File: src/rtl/matriz_writeback_pkg.sv
// Shared widths, FSM encodings and helpers for the matrix write-back path.
package matriz_writeback_pkg;

    localparam int N        = 5;
    localparam int ELEM_W   = 8;
    localparam int ADDR_W   = 9;
    localparam int MATRIX_W = N * N * ELEM_W;
    localparam int IDX_W    = 3;

    localparam logic [1:0] ST_IDLE  = 2'd0;
    localparam logic [1:0] ST_WRITE = 2'd1;
    localparam logic [1:0] ST_DONE  = 2'd2;

    // Out-of-range dimensions (0 or above N) fall back to the full matrix.
    function automatic logic [IDX_W-1:0] clamp_size(input logic [2:0] sz);
        if (sz == 3'd0 || sz > 3'(N)) begin
            return IDX_W'(N);
        end
        return sz;
    endfunction

    function automatic logic [ELEM_W-1:0] get_elem(input logic [MATRIX_W-1:0] m,
                                                   input logic [IDX_W-1:0]    i,
                                                   input logic [IDX_W-1:0]    j);
        return m[(N * ELEM_W * int'(i)) + (ELEM_W * int'(j)) +: ELEM_W];
    endfunction

endpackage

File: src/rtl/matriz_idx_counter.sv
// Row/column walker over the active s x s submatrix; exposes the next position and a last flag.
module matriz_idx_counter
    import matriz_writeback_pkg::*;
(
    input  logic             clk,
    input  logic             rst,
    input  logic             clr_i,
    input  logic             en_i,
    input  logic [IDX_W-1:0] size_i,
    output logic [IDX_W-1:0] row_nxt_o,
    output logic [IDX_W-1:0] col_nxt_o,
    output logic             last_o
);

    logic [IDX_W-1:0] row_q, row_d;
    logic [IDX_W-1:0] col_q, col_d;
    logic [IDX_W-1:0] size_m1;
    logic             col_wrap;

    always_comb begin
        size_m1   = size_i - IDX_W'(1);
        col_wrap  = (col_q == size_m1);
        row_nxt_o = col_wrap ? row_q + IDX_W'(1) : row_q;
        col_nxt_o = col_wrap ? '0 : col_q + IDX_W'(1);
        last_o    = col_wrap && (row_q == size_m1);
        row_d     = row_q;
        col_d     = col_q;
        if (clr_i) begin
            row_d = '0;
            col_d = '0;
        end else if (en_i) begin
            row_d = row_nxt_o;
            col_d = col_nxt_o;
        end
    end

    always_ff @(posedge clk) begin
        if (rst) begin
            row_q <= '0;
            col_q <= '0;
        end else begin
            row_q <= row_d;
            col_q <= col_d;
        end
    end

endmodule

File: src/rtl/matriz_writeback.sv
// Captures a packed NxN result matrix on start and streams its s x s corner to byte memory, row-major.
module matriz_writeback
    import matriz_writeback_pkg::*;
(
    input  logic                clk,
    input  logic                rst,
    input  logic                start_escrita,
    input  logic [MATRIX_W-1:0] matriz_in,
    input  logic [ADDR_W-1:0]   base_addr,
    input  logic [2:0]          size,
    input  logic                mem_ready,
    output logic [ADDR_W-1:0]   mem_addr,
    output logic [ELEM_W-1:0]   mem_data,
    output logic                mem_wren,
    output logic                busy,
    output logic                done_escrita
);

    logic [1:0]          state_q, state_d;
    logic [MATRIX_W-1:0] mat_q, mat_d;
    logic [IDX_W-1:0]    size_q, size_d;
    logic [ADDR_W-1:0]   addr_q, addr_d;
    logic [ELEM_W-1:0]   data_q, data_d;
    logic                wren_q, wren_d;
    logic                busy_q, busy_d;
    logic                done_q, done_d;

    logic                capture, accept, last;
    logic [IDX_W-1:0]    row_nxt, col_nxt;

    assign capture = (state_q == ST_IDLE) && start_escrita;
    assign accept  = (state_q == ST_WRITE) && mem_ready;

    matriz_idx_counter u_idx (
        .clk       (clk),
        .rst       (rst),
        .clr_i     (capture),
        .en_i      (accept),
        .size_i    (size_q),
        .row_nxt_o (row_nxt),
        .col_nxt_o (col_nxt),
        .last_o    (last)
    );

    // Row-major order makes base + i*s + j a plain running increment of the address.
    always_comb begin
        state_d = state_q;
        mat_d   = mat_q;
        size_d  = size_q;
        addr_d  = addr_q;
        data_d  = data_q;
        wren_d  = wren_q;
        busy_d  = busy_q;
        done_d  = 1'b0;
        case (state_q)
            ST_IDLE: begin
                if (start_escrita) begin
                    mat_d   = matriz_in;
                    size_d  = clamp_size(size);
                    addr_d  = base_addr;
                    data_d  = get_elem(matriz_in, IDX_W'(0), IDX_W'(0));
                    wren_d  = 1'b1;
                    busy_d  = 1'b1;
                    state_d = ST_WRITE;
                end
            end
            ST_WRITE: begin
                if (mem_ready) begin
                    if (last) begin
                        wren_d  = 1'b0;
                        done_d  = 1'b1;
                        state_d = ST_DONE;
                    end else begin
                        addr_d = addr_q + ADDR_W'(1);
                        data_d = get_elem(mat_q, row_nxt, col_nxt);
                    end
                end
            end
            ST_DONE: begin
                busy_d  = 1'b0;
                state_d = ST_IDLE;
            end
            default: begin
                wren_d  = 1'b0;
                busy_d  = 1'b0;
                state_d = ST_IDLE;
            end
        endcase
    end

    always_ff @(posedge clk) begin
        if (rst) begin
            state_q <= ST_IDLE;
            mat_q   <= '0;
            size_q  <= '0;
            addr_q  <= '0;
            data_q  <= '0;
            wren_q  <= 1'b0;
            busy_q  <= 1'b0;
            done_q  <= 1'b0;
        end else begin
            state_q <= state_d;
            mat_q   <= mat_d;
            size_q  <= size_d;
            addr_q  <= addr_d;
            data_q  <= data_d;
            wren_q  <= wren_d;
            busy_q  <= busy_d;
            done_q  <= done_d;
        end
    end

    assign mem_addr     = addr_q;
    assign mem_data     = data_q;
    assign mem_wren     = wren_q;
    assign busy         = busy_q;
    assign done_escrita = done_q;

endmodule

File: config.mk
export PLATFORM = sky130hd
export DESIGN_NAME = matriz_writeback
export DESIGN_NICKNAME = d
export VERILOG_FILES = /design/src/rtl/matriz_writeback_pkg.sv /design/src/rtl/matriz_idx_counter.sv /design/src/rtl/matriz_writeback.sv
export SDC_FILE = /design/constraint.sdc
export NUM_CORES = 1
export LEC_CHECK = 0
export CAP_MARGIN = 40
export CORE_UTILIZATION = 25
export CTS_CLUSTER_SIZE = 8
export DETAILED_ROUTE_END_ITERATION = 10
export PLACE_DENSITY_LB_ADDON = 0.25
export SKIP_LAST_GASP = 1
export SLEW_MARGIN = 20
export SYNTH_ARGS = -nofsm -noshare
export SYNTH_HDL_FRONTEND = slang
export SYNTH_SLANG_ARGS = --single-unit
File: constraint.sdc
create_clock -name clk -period 4.4 [get_ports clk]
set_input_delay 1.1 -clock clk [delete_from_list [all_inputs] [get_ports clk]]
set_output_delay 1.1 -clock clk [all_outputs]
set_load 0.05 [all_outputs]
==> out/summary.txt <==
Max-cap check violation count -> 0
Max-slew headroom -> 32.2%
P per Cell Area -> 390 nW/um^2
H-tree levels -> 2
Sequential share of the synthesized area -> 45.0%
Area grow syn2layout -> 37.3%
Synth top area cells -> dfxtp_1 45%, nand2_1 16%, a21oi_1 11%, mux4_2 7.4%, clkbuf_1 3.0%
Die area -> 42,000 sq um
Period utilization -> 93.9%
Clk sinks -> 231
Row count -> 73
Die height -> 205 microns
Setup TNS -> 0 ps
Cts repair resizes -> 0
WP data arrival -> 4480 ps
Grt ovf -> 0
Largest net degree at the start of global routing -> 206
Initial antenna violation count -> 0
Endpoints failing hold -> 0
Leakage -> 5.28 nW
CP peak stage delay -> 530 ps
DRT iter0 DRCs -> 644
Chip width -> 205 microns
Syn nets -> 1,457
Fraction of registers with async set/reset -> 0%
Initial core utilization -> 25.6%
Final setup viols -> 0
Synth Register Bits -> 231
Via/cell ratio -> 4.74
CTS tree -> built
Ys Warns -> 0
Gpl congestion -> 0.853
Worst EP required -> 4750 ps
ANT cells -> 0
Final WS setup -> 270 ps
Crit start category -> register
Drt wl/cell -> 18.0 microns
Nets@finish -> 1,657
DP Area -> 13,200 sq um
Ys flop type -> dfxtp_1
Vias in the first global route -> 9,213
Setup repair after global routing missed its margin -> no
Critical path's slowest cell -> mux4_2
Worst min-delay path class -> register to register
Multi-input gate area -> 5290 sq um
Routed Antenna Nets -> 0
Worst-path clk slew -> 50 ps
Crit Path Class -> register to register
Core Footprint -> 40,200 sq um
CTS Buf Count -> 34
Hold_buf cts -> 0
Worst R2R Start -> size_q[0]
Clock latency on the worst-skew pair -> 510 ps
Largest area contributor in the netlist -> dfxtp_1
Most instantiated cells after synthesis -> 427 x nand2_1, 231 x dfxtp_1, 219 x a21oi_1
Fin area -> 14,100 sq um
Drt drc -> 0
Measured slew at the worst slew-check pin -> 1020 ps
Share of layout cells above drive strength 1 -> 8.51%
CTS root buf -> clkbuf_16
CP startpoint -> size_q[0]
Top-Level Pins -> 236
CP Cell Sequence -> inv_1 -> ha_1 -> xnor2_2 -> nor3_1 -> nand2_1 -> xor2_1 -> xor2_1 -> ha_1 -> xnor2_2 -> buf_12 -> mux4_2 -> mux2_2 -> a221oi_1 -> o32ai_1
Total track usage -> 16.8%
End of the critical path -> mem_data[3]
Syn Std Cell Area -> 10,300 sq um
Post-route insts no fill -> 1,958
Mean Syn Cell Area -> 8.35 sq um
Post-DP HPWL -> 26,000 microns
Most common cell in the netlist -> nand2_1
Global-route wire length before repair -> 54,000 microns
Fmax -> 0.242 GHz
Worst R2R Path Depth -> 14
Fill cells -> 4,188
Via count -> 9,290
Min Tclk post-route -> 4130 ps
Port Buf Inserts -> 235
Postcts setup bufs -> 0
Max Slew Vio Count -> 0
Pre-CTS setup slack -> 168 ps
Critical Path Sink Type -> register
Inst Count DP -> 1,921
R2R setup slack -> 270 ps
Netlist cell types -> 54
Drt total wl -> 35,300 microns
Status -> finished clean
FF/Latch Area -> 4620 sq um
Post-Synthesis Cells -> 1,232
Maximum clock path buffer count -> 3
DR pass1 iterations -> 5
Clock Skew -> 28.6 ps
Share of the synthesized area in the top cell type -> 45.0%
Worst Path Max Fanout -> 21
R2R Path End -> mem_data[3]
Number of synthesized flops with an enable pin -> 0
VDD IR max -> 209 uV
==> cell families after synthesis <==
group | after synthesis | synth area share, %
AOI/OAI and AO/OA | 297 | 16.6
and+or+nand+nor | 496 | 19.1
xor gates and xnor gates | 16 | 1.78
muxes | 82 | 12.4
buffers and inverters | 101 | 4.07
adders and majority gates | 9 | 1.17
DFF | 231 | 45.0
==> worst min-delay path by stage <==
stage / endpoint / start / depth (start not counted) / slack, ps
after floorplan: mat_q[198] / mat_q[198] / 2 / 430
after global placement: mat_q[49] / mat_q[49] / 2 / 440
after detailed placement: mat_q[2] / mat_q[2] / 2 / 440
after CTS: mat_q[2] / mat_q[2] / 2 / 450
after global routing: mat_q[77] / mat_q[77] / 2 / 470
final: mat_q[83] / mat_q[83] / 2 / 450
==> layer usage <==
layer	up-vias	global-route usage, %	wire (microns)
met2	252	27.9	16800
met5	-	0	0
li1	4600	-	-
met4	0	4.47	709
met1	4388	22.4	15800
met3	50	2.86	2000
==> cells in the final DEF, fill, tap and decap left out, types with 15 or more instances in the layout <==
cell	synthesis	layout
a21oi_1	219	219
mux4_2	34	34
dfxtp_1	231	231
clkdlybuf4s50_1	0	234
nand2_1	427	427
nor2_1	27	27
mux2i_1	26	25
o21ai_0	15	15
mux2_2	16	16
clkbuf_16	0	34
==> critical path: cells and delay by family, from the launching register on <==
kind / cells / cell delay [ps]
XOR/XNOR: 4 / 900
multiplexers: 2 / 830
adder cells (fa/ha/maj): 2 / 720
AO/OA/AOI/OAI: 2 / 500
AND/OR/NAND/NOR: 2 / 380
flip-flops: 1 / 330
buffers and inverters: 2 / 320
==> report_power, final <==
group | internal (mW) | leakage (nW) | switching [mW]
sequential | 2.23 | 1.90 | 0.0891
combinational | 0.426 | 2.95 | 0.471
clock | 1.37 | 0.436 | 0.914
total | 4.03 | 5.28 | 1.47
==> metrics by stage <==
| step | utilization (%) | power [mW] | hold WS [ps] |
|---|---|---|---|
| floorplan | - | 2.82 | 432 |
| global placement | 32.9 | 3.26 | 441 |
| detailed placement | 32.9 | 3.26 | 442 |
| CTS | 35.1 | 5.57 | 449 |
| global route | 35.1 | 5.74 | 468 |
| finish | 35.1 | 5.50 | 450 |
==> layout make-up <==
type / instances / area share [%]
Tap cell: 525 / 4.65
Multi-Input combinational cell: 900 / 37.4
Inverter: 8 / 0.213
Sequential cell: 231 / 32.7
Clock inverter: 2 / 0.275
Clock buffer: 35 / 6.05
Timing Repair Buffer: 257 / 18.6
==> registers in the layout (all words and copies together), names as in the netlist <==
name / count
u_idx.col_q: 3
mem_wren: 1
mem_data: 8
busy: 1
done_escrita: 1
u_idx.row_q: 3
mem_addr: 9
state_q: 2
size_q: 3
mat_q: 200
Note: power is estimated with default switching activity, not from simulation.
